==> config.mk <==
export PLATFORM = sky130hd
export DESIGN_NAME = lsu
export DESIGN_NICKNAME = d
export VERILOG_FILES = /design/src/rtl/bolt_pkg.sv /design/src/rtl/lsu_align.sv /design/src/rtl/lsu.sv
export SDC_FILE = /design/constraint.sdc
export NUM_CORES = 1
export LEC_CHECK = 0
export CAP_MARGIN = 15
export CORE_MARGIN = 2
export CORE_UTILIZATION = 42
export DETAILED_ROUTE_END_ITERATION = 16
export PLACE_DENSITY_LB_ADDON = 0.05
export SYNTH_ARGS = -nofsm -noshare
export SYNTH_HDL_FRONTEND = slang
export SYNTH_HIERARCHICAL = 1
export SYNTH_SLANG_ARGS = --single-unit
==> constraint.sdc <==
create_clock -name clk -period 4.4 [get_ports clk]
set_input_delay 1.1 -clock clk [delete_from_list [all_inputs] [get_ports clk]]
set_output_delay 1.1 -clock clk [all_outputs]
set_load 0.005 [all_outputs]
==> src/rtl/bolt_pkg.sv <==
// Shared opcode constants, FSM states and op classification
// for the bolt core load/store stage.
package bolt_pkg;

  localparam logic [5:0] OP_LB  = 6'd1;
  localparam logic [5:0] OP_LH  = 6'd2;
  localparam logic [5:0] OP_LW  = 6'd3;
  localparam logic [5:0] OP_U4  = 6'd4;
  localparam logic [5:0] OP_LBU = 6'd5;
  localparam logic [5:0] OP_LHU = 6'd6;
  localparam logic [5:0] OP_U7  = 6'd7;
  localparam logic [5:0] OP_SB  = 6'd18;
  localparam logic [5:0] OP_SH  = 6'd19;
  localparam logic [5:0] OP_SW  = 6'd20;
  localparam logic [5:0] OP_U21 = 6'd21;

  typedef enum logic [1:0] {
    S_IDLE,
    S_REQ,
    S_RESP,
    S_FIN
  } lsu_state_e;

  typedef enum logic [1:0] {
    K_PASS,
    K_LOAD,
    K_STORE,
    K_BAD
  } op_kind_e;

  // Misaligned and unsupported ops both collapse to K_BAD.
  function automatic op_kind_e op_kind(
    input logic [5:0] op,
    input logic [1:0] off
  );
    op_kind_e k;
    k = K_PASS;
    case (op)
      OP_LB, OP_LBU:        k = K_LOAD;
      OP_LH, OP_LHU:        k = off[0] ? K_BAD : K_LOAD;
      OP_LW:                k = (off != 2'b00) ? K_BAD : K_LOAD;
      OP_SB:                k = K_STORE;
      OP_SH:                k = off[0] ? K_BAD : K_STORE;
      OP_SW:                k = (off != 2'b00) ? K_BAD : K_STORE;
      OP_U4, OP_U7, OP_U21: k = K_BAD;
      default:              k = K_PASS;
    endcase
    return k;
  endfunction

endpackage

==> src/rtl/lsu_align.sv <==
// Store lane placement / byte enables and load byte/half
// extraction with sign or zero extension.
module lsu_align
  import bolt_pkg::*;
(
  input  logic [5:0]  op,
  input  logic [1:0]  off,
  input  logic [31:0] store_data,
  input  logic [31:0] rdata,
  output logic [3:0]  be,
  output logic [31:0] wdata,
  output logic [31:0] load_data
);

  logic [7:0]  byte_sel;
  logic [15:0] half_sel;

  always_comb begin
    byte_sel  = rdata[{off, 3'b000} +: 8];
    half_sel  = off[1] ? rdata[31:16] : rdata[15:0];
    be        = 4'h0;
    wdata     = store_data;
    load_data = rdata;
    case (op)
      OP_SB: begin
        be    = 4'b0001 << off;
        wdata = {4{store_data[7:0]}};
      end
      OP_SH: begin
        be    = 4'b0011 << off;
        wdata = {2{store_data[15:0]}};
      end
      OP_SW:  be = 4'hF;
      OP_LB:  load_data = {{24{byte_sel[7]}}, byte_sel};
      OP_LBU: load_data = {24'h0, byte_sel};
      OP_LH:  load_data = {{16{half_sel[15]}}, half_sel};
      OP_LHU: load_data = {16'h0, half_sel};
      default: ;
    endcase
  end

endmodule

==> src/rtl/lsu.sv <==
// Load/store unit: one op at a time, data-memory handshake
// with watchdog abort, single-cycle writeback pulse.
module lsu
  import bolt_pkg::*;
#(
  parameter int MAX_WAIT = 255
) (
  input  logic        clk,
  input  logic        rst,
  input  logic        in_valid,
  output logic        in_ready,
  input  logic [5:0]  alu_op,
  input  logic [31:0] addr,
  input  logic [31:0] store_data,
  input  logic [4:0]  rd_in,
  output logic        dmem_req,
  output logic        dmem_we,
  output logic [31:0] dmem_addr,
  output logic [31:0] dmem_wdata,
  output logic [3:0]  dmem_be,
  input  logic        dmem_gnt,
  input  logic        dmem_rvalid,
  input  logic [31:0] dmem_rdata,
  output logic        done,
  output logic        wb_we,
  output logic [4:0]  wb_rd,
  output logic [31:0] wb_data,
  output logic        err
);

  localparam int CW = $clog2(MAX_WAIT + 1);

  lsu_state_e    state, state_nx;
  op_kind_e      kind;
  logic [5:0]    op_q;
  logic [1:0]    off_q;
  logic [4:0]    rd_q;
  logic [CW-1:0] cnt;
  logic          we_q;
  logic          fin_we;
  logic          fin_err;
  logic          accept;
  logic          timeout;
  logic          ld_done;
  logic          abort;
  logic [5:0]    al_op;
  logic [1:0]    al_off;
  logic [3:0]    be_c;
  logic [31:0]   wdata_c;
  logic [31:0]   load_c;

  assign in_ready = (state == S_IDLE);
  assign accept   = in_valid && in_ready;
  assign kind     = op_kind(alu_op, addr[1:0]);
  assign timeout  = (cnt >= CW'(MAX_WAIT - 1));

  // Stores are shaped at accept; loads are extracted from latched op.
  assign al_op  = in_ready ? alu_op : op_q;
  assign al_off = in_ready ? addr[1:0] : off_q;

  lsu_align u_align (
    .op         (al_op),
    .off        (al_off),
    .store_data (store_data),
    .rdata      (dmem_rdata),
    .be         (be_c),
    .wdata      (wdata_c),
    .load_data  (load_c)
  );

  assign ld_done = !we_q &&
    (((state == S_REQ) && dmem_gnt && dmem_rvalid) ||
     ((state == S_RESP) && dmem_rvalid));

  assign abort = timeout &&
    (((state == S_REQ) && !dmem_gnt) ||
     ((state == S_RESP) && !dmem_rvalid));

  always_comb begin
    state_nx = state;
    unique case (state)
      S_IDLE:
        if (accept)
          state_nx = (kind == K_LOAD || kind == K_STORE) ?
                     S_REQ : S_FIN;
      S_REQ:
        if (dmem_gnt)
          state_nx = (we_q || dmem_rvalid) ? S_FIN : S_RESP;
        else if (timeout)
          state_nx = S_FIN;
      S_RESP:
        if (dmem_rvalid || timeout)
          state_nx = S_FIN;
      S_FIN:
        state_nx = S_IDLE;
      default:
        state_nx = S_IDLE;
    endcase
  end

  always_ff @(posedge clk or posedge rst) begin
    if (rst) begin
      state      <= S_IDLE;
      op_q       <= '0;
      off_q      <= '0;
      rd_q       <= '0;
      cnt        <= '0;
      we_q       <= 1'b0;
      fin_we     <= 1'b0;
      fin_err    <= 1'b0;
      dmem_addr  <= '0;
      dmem_wdata <= '0;
      dmem_be    <= '0;
      wb_data    <= '0;
      wb_rd      <= '0;
    end else begin
      state <= state_nx;
      if (state == S_REQ || state == S_RESP)
        cnt <= cnt + CW'(1);
      if (accept) begin
        cnt        <= '0;
        op_q       <= alu_op;
        off_q      <= addr[1:0];
        rd_q       <= rd_in;
        we_q       <= (kind == K_STORE);
        fin_we     <= (kind == K_PASS);
        fin_err    <= (kind == K_BAD);
        dmem_addr  <= {addr[31:2], 2'b00};
        dmem_wdata <= wdata_c;
        dmem_be    <= be_c;
        if (kind == K_PASS) begin
          wb_data <= addr;
          wb_rd   <= rd_in;
        end
      end
      if (ld_done) begin
        fin_we  <= 1'b1;
        wb_data <= load_c;
        wb_rd   <= rd_q;
      end
      if (abort)
        fin_err <= 1'b1;
    end
  end

  assign dmem_req = (state == S_REQ);
  assign dmem_we  = we_q;
  assign done     = (state == S_FIN);
  assign wb_we    = done && fin_we;
  assign err      = done && fin_err;

endmodule
Word level (Yosys, flattened, before mapping)
Cells that the tools add are included.
{"block": "word_totals", "regBits": 129, "input_bits": 112, "output_inout_bits": 111, "wordCells": 106}
{"block": "classes", "add_sub_neg": 1, "magnitude_cmp": 1, "eq_ne": 27, "n_shift": 3, "mux": 30, "n_reduce_logical": 31}
{"cell": "$pmux 32 s4", "count": 1}
{"cell": "$mux 32", "count": 3}
{"cell": "$pmux 32 s2", "count": 1}
{"cell": "$eq 6x5->1 const B", "count": 7}
{"cell": "$eq 6x3->1 const B", "count": 6}
{"cell": "$shiftx 32x6->8", "count": 1}
{"cell": "$eq 6x2->1 const B", "count": 3}
{"cell": "$mux 16", "count": 1}
{"cell": "$mux 2", "count": 8}
{"cell": "$mux 8", "count": 2}
{"cell": "$mux 5", "count": 3}
{"cell": "$pmux 2 s7", "count": 1}
{"cell": "$eq 6x1->1 const B", "count": 2}
{"cell": "$pmux 4 s3", "count": 1}
{"cell": "$logic_and 1x1->1", "count": 10}
{"cell": "$reduce_bool 2->1", "count": 5}
{"cell": "$add 8x1->8 const B", "count": 1}
{"cell": "$eq 2x2->1 const B", "count": 4}
{"cell": "$ge 8x8->1 const B", "count": 1}
{"cell": "$pmux 2 s4", "count": 1}
{"cell": "$mux 1", "count": 7}
{"cell": "$logic_or 1x1->1", "count": 6}
{"cell": "$mux 6", "count": 1}
{"cell": "$eq 2x1->1 const B", "count": 2}
{"cell": "10 further kinds", "count": 15}

Depth between registers and ports, before layout
{"block": "logic_depth", "ltp_word": 8, "mapped_depth": 12, "depth_no_buf": 8}

By module
The synthesis kept the hierarchy.
{"module": "lsu", "n_inst": 1, "cells_per_inst": 605, "area_each_um2": 5661.7}
{"module": "lsu_align", "n_inst": 1, "cells_per_inst": 150, "area_each_um2": 1311.3}

Worst setup path before layout
Ideal clock, no wire load.
{"block": "synth_path", "path_type": "input to register", "from": "input port alu_op[4]", "to": "register wb_data[22]", "t_arrival_ps": 2832, "t_required_ps": 4317, "path_slack_ps": 1486, "path_stages": 9, "path_buffers": 3, "path_cell_list": "mux2_2 > or3_1 > buf_6 > or4b_4 > buf_6 > buf_12 > nand3_2 > nand2_1 > o21ai_0"}
{"item": "start, declared", "line": "lsu.sv:12", "source": "input logic [5:0] alu_op,"}
{"item": "$mux 6 *", "line": "lsu.sv:58", "source": "assign al_op = in_ready ? alu_op : op_q;"}
{"item": "$eq 6x3->1 (tied with other cells)", "line": "lsu_align.sv:24", "source": "case (op)"}
{"item": "$pmux 32 s4 *", "line": "lsu_align.sv:24"}
{"item": "net load_c[22]", "line": "lsu.sv:50", "source": "logic [31:0] load_c;"}
{"item": "$mux 32 *", "line": "lsu.sv:136", "source": "if (ld_done) begin"}
{"item": "end signal, assigned", "line": "lsu.sv:132", "source": "wb_data <= addr;"}
{"item": "end signal, assigned", "line": "lsu.sv:138", "source": "wb_data <= load_c;"}
{"item": "end, declared", "line": "lsu.sv:27", "source": "output logic [31:0] wb_data,"}
Mark *: on every way through the listed nets, which the timed path passes. The rest lies on a longest branch.
A chain may end at the register's enable or synchronous reset.

Worst setup path in the final report
{"block": "layout_path", "from": "input port alu_op[0]", "to": "register wb_data[15]"}
{"item": "$mux 6 *", "line": "lsu.sv:58"}
{"item": "net al_op[0]", "line": "lsu.sv:46", "source": "logic [5:0] al_op;"}
{"item": "$eq 6x3->1 (tied with other cells)", "line": "lsu_align.sv:24"}
{"item": "$pmux 32 s4 *", "line": "lsu_align.sv:24"}
{"item": "net load_c[15]", "line": "lsu.sv:50"}
{"item": "$mux 32 *", "line": "lsu.sv:136"}
Marks and branches as above.

==> implementation parameters <==
Parameter                              Value

Outcome
  Outcome    finished, final reports clean

Worst hold path
  Worst hold path class    register to register
  End point of the most critical hold path    op_q[5]$_DFFE_PP0P_
  Hold path cells    2
  Hold path start    op_q[5]$_DFFE_PP0P_

Floorplanning
  Starting density of the core    roughly 42%
  Placeable core region    between 15000 and 20000 sq um
  Chip height    around 130 microns
  I/O pin cnt    between 200 and 250
  FP Rows    47
  Die Area    17600 sq um
  Overall die width    approximately 130 microns

Clocking
  Maximum level of the CTS H-tree    4
  TritonCTS clock tree    done
  Post-cts hold buffer count    0
  Clock sink count    roughly 130
  Clock slew seen by the registers of the worst setup and hold paths    60 ps
  Clk root buf    clkbuf_16
  Worst-Skew Late Latency    between 400 and 500 ps
  Post-CTS resize count    0
  Setup fix buffers added after clock tree synthesis    0
  Clock buffer depth    2
  CTS Buf Count    17

Pwr
  Net Switching    ~2.3 mW
  LEAKAGE    around 4.7 nW
  Net switching fraction of the power    between 30% and 40%
  Share of power burned in combinational logic    46.1%
  Power per standard cell area    679 nW/um^2
  Internal Power    4.37 mW
  VDD IR max    between 500 and 600 uV
  Reg power frac    between 30% and 40%
  Share of total power in the clock network    about a quarter

Placement
  Number of buffer cells added on primary ports    220
  Placed wire-length estimate after detailed placement    approximately 14000 microns
  Placed Cells incl. Taps    approximately 1100
  Placed instance area    9190 sq um
  Final weighted congestion in routability-driven placement    0.815
  Worst setup timing slack at the placement stage    about 280 ps

Worst setup path
  CP max FO    17
  Required time at the worst-slack endpoint    4740 ps
  Reg2Reg Launch Point    state[1]$_DFFE_PP0P_
  Start-to-end type of the worst setup path    input pin to register
  Element type at the critical path end    register
  Startpoint class of the critical path    input pin
  Reg2Reg Setup Slack    740 ps
  Endpoint of the lowest-slack register-to-register path    wb_data[15]$_DFFE_PP0P_
  Arrival time at the worst endpoint    between 4000 and 5000 ps
  Cells on worst reg2reg path    8

GRT
  Maximum number of pins on one net before global-route repair    130
  First-pass GRT wire length    approximately 33000 microns
  Overall routing resource usage    23.3%
  Total congestion overflow    0
  Number of antenna violations at the first check in global routing    0
  Vias in the first global route    6215

Route
  Initial DRT Pass Iterations    4
  Via-to-Cell Ratio    5.23
  Wirelength, routed    a little over 20000 microns
  Initial drt markers    424
  Total via count after detailed routing    slightly above 6000
  Number of DRC violations after detailed routing    0
  Avg WL per Cell    around 17 microns
  Residual antenna-violating net count after detailed routing    0

STA
  Unrepaired setup endpoints after global routing    false
  Final worst-path setup slack    approximately 690 ps
  Setup TNS    0 ps
  Maximum achievable frequency    approximately 0.27 GHz
  Slew Limit Fails    0
  Tightest slew margin relative to the limit    a little under 30%
  Count of final hold-check violations    0
  Minimum period implied by the final worst setup slack    about 3700 ps
  Measured slew at the worst slew-check pin    1050 ps
  Total setup violations reported at the end of the flow    0
  Clock Skew    about 9.4 ps
  Final Cycle Share    a little over four fifths

Yosys
  Unique masters post-synth    50
  Number of instances in the synthesized netlist    755
  Cell accounting for the most synthesized area    dfrtp_1
  Count of yosys warnings during synthesis    6
  Post-synthesis async set-or-reset flop share    100%
  Share of the yosys chip area belonging to registers    between 40% and 50%
  Post-synth top area share    46.3%
  Synthesized area divided by synthesized cell count    9.24 sq um
  Synth top area cells    dfrtp_1, nand2_1, mux2_2
  Predominant post-synthesis flop cell    dfrtp_1
  Netlist area before placement    6970 sq um
  Count of flip-flops with a built-in enable after synthesis    0
  Register bit count reported by yosys    between 100 and 150

Job
  Max cap viols    0

Finish
  Fraction of final layout cells with drive strength greater than 1    between 10 and 15%
  Final instance area    roughly 10000 sq um
  Area delta synth->final    41.1%
  Core utilization of the finished layout    60.0%
  Total inserted antenna cells    0
  Non-filler cells, final    1173
  Count of nets after finishing    about 1100
placed cells by master (no fill, tap or decap), types with 2 or more instances in the layout:
cell type          n
nand2_1          286
clkdlybuf4s50_1  220
dfrtp_1          129
o21ai_0           41
mux2i_1           40
mux2_2            40
o21ai_1           19
clkbuf_16         17
a221o_1           15
nor2_1            11
nand3_2           10
ha_1               9
and3_1             9
mux4_2             8
inv_1              7
nand3_1            7
a21oi_1            6
nor2b_1            5
bufinv_16          5
buf_4              5
nand4_1            4
or3_1              4
o31ai_1            4
clkinv_2           4
clkinv_4           4
xor2_1             3
nand2_4            2
nand2b_1           2
o311ai_0           2
o21a_1             2
o2bb2ai_1          2
a211o_1            2
and2_1             2
clkinvlp_4         2
xnor2_1            2
o211ai_1           2
nand3b_1           2
conb_1             2
buf_12             2
and4b_1            2
metrics by stage:
| step | power (mW) | hold WS, ps |
|---|---|---|
| final | 6.68 | 473 |
| after global routing | 7.15 | 493 |
| after CTS | 6.74 | 474 |
| after detailed placement | 5.14 | 459 |
| after global placement | 5.05 | 455 |
| after floorplan | 3.73 | 442 |
metal layers:
layer,GRT usage (%),vias up,share of wire [%],wire [microns]
li1,-,2916,-,-
met1,30.1,2965,43,8710
met2,38.7,226,49,9940
met3,5.82,26,6.8,1390
met4,7.17,0,1.5,314
met5,0,-,0,0
flip-flops by register name, indices dropped and copies added, names as in the netlist:
signal      count
dmem_be         4
cnt             8
dmem_wdata     32
wb_rd           5
state           2
dmem_we         1
fin_we          1
off_q           2
dmem_addr      30
wb_data        32
fin_err         1
rd_q            5
op_q            6
layout make-up:
| type | instances | area (sq um) |
|---|---|---|
| fill | 1386 | 6570 |
| inverter | 8 | 33.8 |
| clock buffer | 18 | 439 |
| timing repair buffer | 227 | 2280 |
| tap | 220 | 275 |
| clock inverter | 14 | 213 |
| multi-input combinational | 557 | 3370 |
| sequential | 129 | 3230 |
cell families after synthesis:
| group | share of synthesized area (%) |
|---|---|
| AND/OR/NAND/NOR | 22.0 |
| AO/OA/AOI/OAI | 8.97 |
| XOR/XNOR | 0.628 |
| flip-flops | 46.3 |
| buffers and inverters | 5.69 |
| multiplexers | 14.8 |
| other | 0.0538 |
| adder cells (fa/ha/maj) | 1.61 |
worst max-delay path, stage by stage:
cell,delay (ps)
clkdlybuf4s50_1,560
mux2_2,430
nor2b_1,510
nand4b_1,870
o211ai_1,390
nand2_1,90
o21ai_0,100
synth_stat cells (3+ instances only):
| cell | n |
|---|---|
| nand2_1 | 287 |
| dfrtp_1 | 129 |
| nor2b_1 | 5 |
| nand3_1 | 7 |
| and2_1 | 3 |
| xor2_1 | 3 |
| clkbuf_1 | 28 |
| ha_1 | 9 |
| mux4_2 | 8 |
| buf_4 | 12 |
| a21oi_1 | 6 |
| buf_6 | 3 |
| o31ai_1 | 4 |
| and3_1 | 9 |
| mux2i_1 | 40 |
| nand3_2 | 10 |
| o21ai_0 | 41 |
| a221o_1 | 15 |
| o21ai_1 | 19 |
| inv_1 | 8 |
| mux2_2 | 40 |
| nor2_1 | 11 |
| or3_1 | 4 |
| buf_8 | 3 |
| nand4_1 | 4 |
| buf_2 | 13 |
worst max-delay path by stage:
stage,from,to,slack (ps),cells after the start
2_1_floorplan,alu_op[4],wb_data[22]$_DFFE_PP0P_,1490,9
3_5_place_dp,alu_op[0],wb_data[15]$_DFFE_PP0P_,280,7
5_1_grt,state[1]$_DFFE_PP0P_,wb_data[15]$_DFFE_PP0P_,340,8
3_3_place_gp,alu_op[0],wb_data[15]$_DFFE_PP0P_,360,7
6_report,alu_op[0],wb_data[15]$_DFFE_PP0P_,690,7
4_1_cts,alu_op[0],wb_data[15]$_DFFE_PP0P_,730,7
power by group through the flow:
stage               combinational [mW]  clock, mW  sequential (mW)
detailed placement                3.09          0             2.04
finish                            3.08       1.57             2.03
CTS                               3.11       1.60             2.03
global placement                  3.03          0             2.02
floorplan                         1.69          0             2.04
global route                      3.39       1.65             2.10
No activity file was read; power rests on OpenSTA's default activity.
